## config.mk

```make
export PLATFORM = sky130hd
export DESIGN_NAME = minha_fpu
export DESIGN_NICKNAME = d
export VERILOG_FILES = /design/src/rtl/minha_fpu.sv
export SDC_FILE = /design/constraint.sdc
export NUM_CORES = 1
export LEC_CHECK = 0
export ABC_AREA = 1
export BUFFER_PORTS_ARGS = -buffer_cell sky130_fd_sc_hd__buf_4
export CORE_MARGIN = 2
export CORE_UTILIZATION = 25
export CTS_BUF_LIST = sky130_fd_sc_hd__clkbuf_8
export CTS_CLUSTER_DIAMETER = 50
export DETAILED_ROUTE_END_ITERATION = 8
export GPL_ROUTABILITY_DRIVEN = 1
export GPL_TIMING_DRIVEN = 0
export PLACE_DENSITY_LB_ADDON = 0.25
export SLEW_MARGIN = 20
export SYNTH_ARGS = -nofsm -noshare
export SYNTH_HDL_FRONTEND = slang
export SYNTH_SLANG_ARGS = --single-unit
```

## constraint.sdc

```tcl
create_clock -name clk -period 1.4 [get_ports clk]
set_input_delay 0.21 -clock clk [delete_from_list [all_inputs] [get_ports clk]]
set_output_delay 0.21 -clock clk [all_outputs]
set_load 0.01 [all_outputs]
```

## src/rtl/minha_fpu.sv

```systemverilog
// Single-precision (binary32) adder/subtractor with round-to-nearest-even
// and one registered output stage. Denormal inputs are read as signed zero.
module minha_fpu (
  input  logic        clk,
  input  logic        reset_n,
  input  logic [31:0] Op_A_in,
  input  logic [31:0] Op_B_in,
  input  logic        op_select,
  output logic [31:0] data_out,
  output logic [3:0]  status_out
);

  localparam logic [31:0] QNAN = 32'h7FC0_0000;

  logic        w_sa, w_sb;
  logic [7:0]  w_ea, w_eb;
  logic [22:0] w_fa, w_fb;
  logic        w_nan_a, w_nan_b, w_inf_a, w_inf_b, w_zero_a, w_zero_b;

  assign w_sa     = Op_A_in[31];
  assign w_sb     = Op_B_in[31] ^ op_select;
  assign w_ea     = Op_A_in[30:23];
  assign w_eb     = Op_B_in[30:23];
  assign w_fa     = Op_A_in[22:0];
  assign w_fb     = Op_B_in[22:0];
  assign w_nan_a  = (w_ea == 8'hFF) && (w_fa != 23'd0);
  assign w_nan_b  = (w_eb == 8'hFF) && (w_fb != 23'd0);
  assign w_inf_a  = (w_ea == 8'hFF) && (w_fa == 23'd0);
  assign w_inf_b  = (w_eb == 8'hFF) && (w_fb == 23'd0);
  assign w_zero_a = (w_ea == 8'd0);
  assign w_zero_b = (w_eb == 8'd0);

  logic        w_a_big, w_sl, w_eff_sub;
  logic [7:0]  w_el, w_es, w_diff;
  logic [23:0] w_sig_l, w_sig_s;
  logic [49:0] w_shifted;
  logic [26:0] w_large, w_small;
  logic [27:0] w_sum;

  // Operand with the larger magnitude goes first; the smaller one is aligned
  // into a 24-bit significand plus guard, round and sticky.
  always_comb begin
    w_a_big   = {w_ea, w_fa} >= {w_eb, w_fb};
    w_sl      = w_a_big ? w_sa : w_sb;
    w_el      = w_a_big ? w_ea : w_eb;
    w_es      = w_a_big ? w_eb : w_ea;
    w_sig_l   = {1'b1, (w_a_big ? w_fa : w_fb)};
    w_sig_s   = {1'b1, (w_a_big ? w_fb : w_fa)};
    w_diff    = w_el - w_es;
    w_shifted = {w_sig_s, 26'd0} >> w_diff;
    w_small   = (w_diff >= 8'd26) ? 27'd1 : {w_shifted[49:24], |w_shifted[23:0]};
    w_large   = {w_sig_l, 3'b000};
    w_eff_sub = w_sa ^ w_sb;
    w_sum     = w_eff_sub ? ({1'b0, w_large} - {1'b0, w_small})
                          : ({1'b0, w_large} + {1'b0, w_small});
  end

  logic [4:0] w_lzc;

  always_comb begin
    w_lzc = 5'd0;
    for (int i = 0; i < 27; i++) begin
      if (w_sum[i]) w_lzc = 5'(26 - i);
    end
  end

  logic [26:0]       w_norm;
  logic signed [9:0] w_exp, w_exp_f;
  logic              w_rup, w_inexact;
  logic [24:0]       w_mant;
  logic [22:0]       w_frac;

  always_comb begin
    if (w_sum[27]) begin
      w_norm = {w_sum[27:2], w_sum[1] | w_sum[0]};
      w_exp  = $signed({2'b00, w_el}) + 10'sd1;
    end else begin
      w_norm = w_sum[26:0] << w_lzc;
      w_exp  = $signed({2'b00, w_el}) - $signed({5'd0, w_lzc});
    end
    // Bit 3 is the result LSB; bits 2..0 are guard, round, sticky.
    w_rup     = w_norm[2] & (w_norm[1] | w_norm[0] | w_norm[3]);
    w_inexact = |w_norm[2:0];
    w_mant    = {1'b0, w_norm[26:3]} + {24'd0, w_rup};
    if (w_mant[24]) begin
      w_frac  = w_mant[23:1];
      w_exp_f = w_exp + 10'sd1;
    end else begin
      w_frac  = w_mant[22:0];
      w_exp_f = w_exp;
    end
  end

  logic [31:0] w_result;
  logic [3:0]  w_status;

  always_comb begin
    w_result = {w_sl, w_exp_f[7:0], w_frac};
    w_status = {3'b000, w_inexact};
    if (w_nan_a || w_nan_b) begin
      w_result = QNAN;
      w_status = 4'b1000;
    end else if (w_inf_a && w_inf_b && (w_sa != w_sb)) begin
      w_result = QNAN;
      w_status = 4'b1000;
    end else if (w_inf_a) begin
      w_result = {w_sa, 8'hFF, 23'd0};
      w_status = 4'b0000;
    end else if (w_inf_b) begin
      w_result = {w_sb, 8'hFF, 23'd0};
      w_status = 4'b0000;
    end else if (w_zero_a && w_zero_b) begin
      w_result = {w_sa & w_sb, 31'd0};
      w_status = 4'b0000;
    end else if (w_zero_a) begin
      w_result = {w_sb, w_eb, w_fb};
      w_status = 4'b0000;
    end else if (w_zero_b) begin
      w_result = {w_sa, w_ea, w_fa};
      w_status = 4'b0000;
    end else if (w_sum == 28'd0) begin
      w_result = 32'd0;
      w_status = 4'b0000;
    end else if (w_exp_f >= 10'sd255) begin
      w_result = {w_sl, 8'hFF, 23'd0};
      w_status = 4'b0101;
    end else if (w_exp_f <= 10'sd0) begin
      w_result = {w_sl, 31'd0};
      w_status = 4'b0011;
    end
  end

  logic [31:0] r_data;
  logic [3:0]  r_status;

  always_ff @(posedge clk or posedge reset_n) begin
    if (reset_n) begin
      r_data   <= 32'd0;
      r_status <= 4'd0;
    end else begin
      r_data   <= w_result;
      r_status <= w_status;
    end
  end

  assign data_out   = r_data;
  assign status_out = r_status;

endmodule

```

# Word level (Yosys, flattened, before mapping)
# Cells that the tools add are included.
dict set report totals {
  elab_cells 100
  out_inout_bits 36
  memories 0
  register_bits 36
  romBits 0
  inputBits 67
  mem_bits_rw 0
  latchBits 0
}
dict set report op_classes {
  eq_ne 3
  reduce_logical 17
  div_mod_pow 0
  shift 2
  n_mux 58
  bitwise_logic 7
  multipliers 0
  add_sub_neg 7
  magnitude_cmp 4
}
# operator count
set op_table {}
lappend op_table {{$mux 32} 8}
lappend op_table {{$mux 5} 27}
lappend op_table {{$mux 23} 3}
lappend op_table {{$mux 31} 2}
lappend op_table {{$mux 27} 2}
lappend op_table {{$shr 50x8->50} 1}
lappend op_table {{$logic_not 23->1} 2}
lappend op_table {{$reduce_bool 23->1} 2}
lappend op_table {{$ge 31x31->1} 1}
lappend op_table {{$add 27x27->28} 1}
lappend op_table {{$logic_not 28->1} 1}
lappend op_table {{$mux 28} 1}
lappend op_table {{$sub 27x27->28} 1}
lappend op_table {{$shl 27x5->27} 1}
lappend op_table {{$add 24x1->25} 1}
lappend op_table {{$reduce_or 24->1} 1}
lappend op_table {{$mux 3} 7}
lappend op_table {{$mux 10} 2}
lappend op_table {{$eq 8x8->1 const B} 2}
lappend op_table {{$logic_not 8->1} 2}
lappend op_table {{$mux 8} 2}
lappend op_table {{$add 10x2->10 const B} 1}
lappend op_table {{$ge 10x9->1 const B} 1}
lappend op_table {{$le 10x1->1 const B} 1}
lappend op_table {{14 further kinds} 25}

# Longest topological paths before layout
# Gate-level depths: netlist of the first run.
dict set report logic_depth {
  word_depth 53
  ltp_mapped 91
  depth_no_buf 87
}

# Worst setup path after synthesis of the first run
# Ideal clock, no wire load.
dict set report synth_path {
  kind {input -> register}
  from {in Op_B_in[30]}
  to {reg r_data[10], in the netlist data_out[10]}
  setup_time_ns 0.077
  cell_stages 70
  path_buffers 3
  t_required_ns 1.323
  arrival_ns 9.386
  setup_slack_ns -8.064
  path_cell_list {inv_1 -> ha_1 -> nand2_1 -> nor2_1 -> nand4_1 -> a21oi_1 -> nor2_4 -> nand3_1 -> nand3_1 -> ha_1 -> a21o_1 -> a21o_1 -> xor2_2 -> inv_1 -> nor2_1 -> clkinv_1 -> o22ai_1 -> inv_1 -> (+34 left out) -> inv_1 -> fa_1 -> inv_1 -> o21ai_0 -> ha_1 -> nor3b_1 -> nand3_1 -> nor3_1 -> xor2_1 -> inv_1 -> o21ai_2 -> nor2_1 -> nand2_1 -> nor2_1 -> nor2_4 -> buf_4 -> nand4_1 -> a21oi_1}
}
dict set report synth_between {
  elab_chain_cells 53
  word_cells_on_any_way 74
  cone_classes {add/sub (7); order compare (4); eq/ne (1); shift (2); mux (47); bitwise (4); reduce/logical (9)}
}
# item line
set synth_rtl {}
lappend synth_rtl {{start: declaration} 7} ;# input logic [31:0] Op_B_in,
lappend synth_rtl {{$ge 31x31->1} 43} ;# w_a_big = {w_ea, w_fa} >= {w_eb, w_fb};
lappend synth_rtl {{$mux 8 (on tied branches)} {45, 46}}
lappend synth_rtl {{$sub 8x8->8} 49} ;# w_diff = w_el - w_es;
lappend synth_rtl {{$shr 50x8->50} 50} ;# w_shifted = {w_sig_s, 26'd0} >> w_diff;
lappend synth_rtl {{$reduce_or 24->1} 51} ;# w_small = (w_diff >= 8'd26) ? 27'd1 : {w_shifted[49:24], |w_shifted[23:0]};
lappend synth_rtl {{$mux 27} 51}
lappend synth_rtl {{$add 27x27->28 / $sub 27x27->28 (equally long branches)} {55, 54}}
lappend synth_rtl {{$mux 28} 54} ;# w_sum = w_eff_sub ? ({1'b0, w_large} - {1'b0, w_small})
lappend synth_rtl {{(+38 left out)} --}
lappend synth_rtl {{$mux 32} 118} ;# end else if (w_zero_b) begin
lappend synth_rtl {{$mux 32} 115} ;# end else if (w_zero_a) begin
lappend synth_rtl {{$mux 32} 112} ;# end else if (w_zero_a && w_zero_b) begin
lappend synth_rtl {{$mux 32} 109} ;# end else if (w_inf_b) begin
lappend synth_rtl {{$mux 32} 106} ;# end else if (w_inf_a) begin
lappend synth_rtl {{$mux 32} 103} ;# end else if (w_inf_a && w_inf_b && (w_sa != w_sb)) begin
lappend synth_rtl {{$mux 32 (*)} 100} ;# if (w_nan_a || w_nan_b) begin
lappend synth_rtl {{via w_result[10]} 94} ;# logic [31:0] w_result;
lappend synth_rtl {{end signal: assignment} 141} ;# r_data <= w_result;
lappend synth_rtl {{end: declaration} 133} ;# logic [31:0] r_data;
# Mark *: on every way through the listed nets, which the timed path passes. The rest lies on a longest branch.

# Worst setup path in the final report of the first run
dict set report layout_path {
  from {in Op_B_in[26]}
  to {reg r_data[12], in the netlist data_out[12]}
}
# Same word-level chain as after synthesis.

==> results_dict.tcl, run 1 <==
set metrics [dict create \
    critPathSlowestCell "fa_2" \
    worstHoldPathType "input port to register" \
    io-pin-count 103 \
    holdPathEnd "data_out[24]" \
    grt.overflow.total 0 \
    viasPerCell 5.50 \
    powerDensity_nw_per_um2 1460 \
    grt_setup_unrepaired "yes" \
    routed.top_layer "met4" \
    ant_nets 0 \
    synthFlopType "dfrtp_1" \
    cap_violations 0 \
    grt_use_total_pct 24.1 \
    async_flop_share_pct 100 \
    min_from "Op_B_in[24]" \
    hold_depth 3 \
    crit_fanout 8 \
    drv_slew 0 \
    layout_min_cycle_time_ns 9.64 \
    crit_path_end_kind "register" \
    synth_top_family_by_area "simple AND/OR/NAND/NOR gates" \
    final_cell_area_um2 17400 \
    grt_pass1_vias 15800 \
    synthAdderAreaFrac_pct 9.53 \
    h-tree-depth 2 \
    yosys.area_share.simple_pct 50.1 \
    final_common_cell "nand2_1" \
    crit_arrival_ns 9.83 \
    met1_length_um 27700 \
    dr.first_iter.drc_count 2192 \
    place_congestion 0.982 \
    power_leakage_uw 0.00842 \
    worstPathRequired_ns 1.59 \
    dp.cells 2945 \
    grt_first_pass_wirelength_um 93700 \
    grt_max_degree 34 \
    diodes 0 \
    syn_inst 2227 \
    num-fill-cells 5166 \
    synth_cell_types 64 \
    cts_buffers 5 \
    worst_slack_ns -8.24 \
    port_buffers 102 \
    synthMuxAreaShare_pct 0 \
    pre_cts_ws_ns -10.20 \
    cts.clk_slew.worst_paths_ns 0.08 \
    route.met3.wl_um 5400 \
    drive_gt1_share_pct 31.2 \
    tightest_slew_ns 1.09 \
    clockBufferDepth 2 \
    synthToLayoutAreaGrowth_pct 43.4 \
    wire_per_inst_um 20.7 \
    wl_um 64900 \
    fin_cells 3132 \
    syn_area_um2 12100 \
    ys_seq_area_share_pct 7.44 \
    path_common_cell "nand2_1" \
    drc 0 \
    synth_compound_area_share_pct 16.3 \
    yosys.area_share.xor_xnor_pct 3.97 \
    hold_viol_final 0 \
    hpwl_um 51000 \
    core_region_area_um2 47700 \
    cts_tree "done" \
    avgSynthCellArea_um2 5.44 \
    synth_edf_count 0 \
    synth-seq-cells 36 \
    route.met2.wl_um 28900 \
    die-height_um 224 \
    fmax_mhz 104 \
    cts-root-buf "clkbuf_8" \
    setup_violations 36 \
    period_share_pct 689 \
    final_cell_mix "nand2_1, nand3_1, buf_4" \
    peakVddDrop_mv 0.470 \
    cp-start-kind "input port" \
    die_w_um 224 \
    grt_antenna_before_repair 1 \
    start_util_pct 25.4 \
    cpPeakStageDelay_ns 0.37 \
    status "finished with violations" \
    violations "negative setup slack" \
    dr.pass1.iters 6 \
    slew_headroom_pct 26.9 \
    path_class "input port to register" \
    cts_num_sinks 36 \
    fp-row-count 80 \
    syn_nets 2385 \
    vias 17200 \
    yosys_warnings 0 \
    nets 2674 \
    dieArea_um2 50200 \
    post_dp_cell_area_um2 14100 \
]
## timing repair
action / in CTS / in global routing
buffers inserted: 113 / 65
gates cloned: 3 / 2
endpoints found under the hold margin: 36 / 0
hold buffers: 1 / 0
resized for setup: 192 / 242
pin swaps: 103 / 159
endpoints found under the setup margin: 36 / 36
## area by class of cell
| class | count | area (µm²) | share of cell area [%] |
|---|---|---|---|
| multi-input combinational | 1836 | 11500 | 66.1 |
| timing repair buffer | 284 | 2290 | 13.2 |
| inverter | 253 | 1040 | 5.98 |
| sequential | 36 | 901 | 5.19 |
| tap | 615 | 769 | 4.43 |
| buffer | 100 | 767 | 4.42 |
| clock buffer | 5 | 68.8 | 0.397 |
| clock inverter | 3 | 42.5 | 0.245 |
## through the flow
step / hold slack [ns] / TNS [ns] / util [%] / total power, µW
final: 0.193 / -282.67 / 36.3 / 25300
after global routing: 0.178 / -302.80 / 36.3 / 27100
after CTS: 0.175 / -286.16 / 33.1 / 22800
after detailed placement: 0.0917 / -343.89 / 29.4 / 19900
after global placement: 0.487 / -351.69 / 29.4 / 19900
after floorplan: 0.333 / -249.08 / - / 13800
## power breakdown
| part | internal [µW] | switching (µW) | leakage (µW) |
|---|---|---|---|
| Combinational | 8170 | 14500 | 0.00793 |
| Clock | 528 | 432 | 0.0000541 |
| Sequential | 1510 | 194 | 0.000433 |
## per-layer routing
layer	vias to the layer above	GRT usage, %
met5	-	0
met4	0	8.60
met3	149	2.79
met2	910	38.9
met1	8103	33.1
li1	8050	-
## critical path: cells and delay by family
family          cells  cell delay [ns]
fa+ha+maj           4             1.00
simple gates       31             3.07
compound gates     20             3.08
xor+xnor            3             0.51
buf+inv            17             1.98
## logic make-up after synthesis
| group | count (synthesis) |
|---|---|
| adders and majority gates | 91 |
| xor gates and xnor gates | 48 |
| and+or+nand+nor | 1354 |
| AOI/OAI and AO/OA | 343 |
| buffers and inverters | 355 |
| DFF | 36 |
## Yosys cell counts, drive strengths merged (3+ instances only)
library cell / n / area, µm²
buf: 72 / 478
a21oi: 118 / 594
nand4: 76 / 475
ha: 89 / 1110
clkinv: 3 / 12.5
nand3: 396 / 2010
nor4: 11 / 68.8
a21o: 3 / 22.5
o31ai: 6 / 45.0
o211ai: 12 / 100
a211oi: 3 / 22.5
a31oi: 3 / 18.8
a22oi: 3 / 32.5
nand3b: 5 / 37.5
or2: 5 / 31.3
nor2: 164 / 699
and2: 4 / 25.0
xor2: 38 / 393
o22ai: 15 / 93.8
nand2: 665 / 2540
o21ai: 152 / 810
nor3: 24 / 135
o21bai: 13 / 101
xnor2: 10 / 87.6
clkbuf: 30 / 113
dfrtp: 36 / 901
inv: 250 / 938
## state kept, by name, summed over array words and instances, names as in the netlist
register / count
data_out: 32
status_out: 4
## how the worst max path moves through the flow
stage	startpoint	end	slack (ns)	cells after the start
2_1_floorplan	Op_B_in[28]	data_out[12]	-7.26	76
3_3_place_gp	Op_B_in[22]	data_out[18]	-10.22	67
3_5_place_dp	Op_B_in[22]	data_out[12]	-10.20	63
4_1_cts	Op_B_in[28]	data_out[12]	-8.30	81
5_1_grt	Op_B_in[19]	data_out[12]	-8.79	75
6_report	Op_B_in[26]	data_out[12]	-8.24	75
(Power assumes the default switching activity.)
==> run 2, diff against run 1 <==
==> constraint.sdc (replaced) <==
create_clock -name clk -period 1.4 [get_ports clk]
set_input_delay 0.14 -clock clk [delete_from_list [all_inputs] [get_ports clk]]
set_output_delay 0.14 -clock clk [all_outputs]
set_load 0.01 [all_outputs]
==> results_dict.tcl, run 2 (same netlist as run 1, synthesis figures left out) <==
set metrics [dict create \
    status "finished with violations" \
    violations "negative hold slack, negative setup slack" \
    viasPerCell 5.44 \
    num-fill-cells 5205 \
    place_congestion 0.995 \
    port_buffers 102 \
    grt_first_pass_wirelength_um 94900 \
    grt_util_met2_pct 39.8 \
    worstPathRequired_ns 1.61 \
    grt_max_degree 37 \
    power.total_uw 24800 \
    grt_use_total_pct 24.4 \
    grt_setup_unrepaired "yes" \
    path_class "input port to register" \
    power_leakage_uw 0.00847 \
    diodes 0 \
    period_share_pct 687 \
    die_w_um 224 \
    grt_use_met3_pct 1.71 \
    top_usage_layer "met2" \
    crit_fanout 10 \
    wire_per_inst_um 20.7 \
    worst_slack_ns -8.22 \
    final_common_cell "nand2_1" \
    drv_slew 0 \
    synthToLayoutAreaGrowth_pct 44.4 \
    cts-root-buf "clkbuf_8" \
    grt_pass1_vias 15800 \
    drive_gt1_share_pct 32.4 \
    grt.overflow.total 0 \
    final_core_utilization_pct 36.6 \
    dr.pass1.iters 6 \
    ant_nets 0 \
    fp-row-count 80 \
    slew_headroom_pct 11.7 \
    cts_tree "done" \
    cap_violations 0 \
    cpPeakStageDelay_ns 0.32 \
    start_util_pct 25.4 \
    clockBufferDepth 2 \
    core_region_area_um2 47700 \
    crit_arrival_ns 9.83 \
    dr.first_iter.drc_count 1898 \
    peakVddDrop_mv 0.571 \
    gr-usage-met1_pct 34.4 \
    hpwl_um 50900 \
    io-pin-count 103 \
    vias 17000 \
    crit_path_end_kind "register" \
    fmax_mhz 104 \
    tightest_slew_ns 1.31 \
    final_cell_mix "nand2_1, nand3_1, buf_4" \
    cts_buffers 5 \
    hold_viol_final 8 \
    worstHoldPathType "input port to async pin" \
    layout_min_cycle_time_ns 9.62 \
    largest_reg_flops 32 \
    cts_num_sinks 36 \
    holdWs_ns -0.00969 \
    critPathSlowestCell "ha_1" \
    cp-start-kind "input port" \
    die-height_um 224 \
    setup_violations 36 \
    grt_antenna_before_repair 0 \
    cts.clk_slew.worst_paths_ns 0.07 \
    wl_um 64800 \
    nets 2675 \
    h-tree-depth 2 \
    powerDensity_nw_per_um2 1420 \
    dieArea_um2 50200 \
    drc 0 \
]
run 2: timing repair:
item                       in CTS  in global routing
hold buffers                    0                  0
gates resized for setup       263                209
pin swaps                     122                165
setup endpoints to repair      36                 36
cloned                          3                  1
setup buffers                 135                 48
run 2: routing by layer:
layer	part of all wire, %	routed length (µm)
met3	7.8	5040
met4	3.4	2220
met5	0	0
met1	44	28300
met2	45	29300
run 2: final timing paths:
kind,start,slack [ns],end,cells after the start
worst min-delay path,reset_n,-0.01,status_out[0],2
min in group clk,Op_B_in[30],0.13,data_out[30],3
max in group asynchronous,reset_n,0.92,data_out[18],2
worst max-delay path,Op_B_in[27],-8.22,data_out[29],76
run 2: stage by stage:
stage | setup TNS [ns] | worst slack [ns] | std cells | instance area, µm²
global placement | -340.14 | -9.87 | 2944 | 14000
floorplan | -246.61 | -7.19 | 2227 | 12500
global route | -300.30 | -8.70 | 3133 | 17500
finish | -282.61 | -8.22 | 3133 | 17500
CTS | -280.76 | -8.14 | 3089 | 16200
detailed placement | -342.11 | -9.93 | 2944 | 14000
run 2: cell type report:
| cell class | instances | area [µm²] | share of cell area (%) |
|---|---|---|---|
| Clock inverter | 3 | 18.8 | 0.107 |
| Clock buffer | 5 | 68.8 | 0.394 |
| Multi-Input combinational cell | 1836 | 11600 | 66.4 |
| Sequential cell | 36 | 901 | 5.16 |
| Inverter | 253 | 1050 | 6.01 |
| Timing Repair Buffer | 284 | 2320 | 13.3 |
| Tap cell | 615 | 769 | 4.40 |
| Buffer | 101 | 753 | 4.31 |
run 2: power breakdown:
group / total, µW / internal (µW) / switching, µW
registers: 1850 / 1520 / 334
logic: 22300 / 8020 / 14300
clock network: 719 / 346 / 373
total: 24800 / 9880 / 15000
run 2: critical path: cells and delay by family:
family / cells / cell delay (ns)
AOI/OAI and AO/OA: 18 / 2.51
buffers and inverters: 15 / 1.77
and+or+nand+nor: 36 / 3.95
adders and majority gates: 4 / 0.98
xor gates and xnor gates: 3 / 0.43
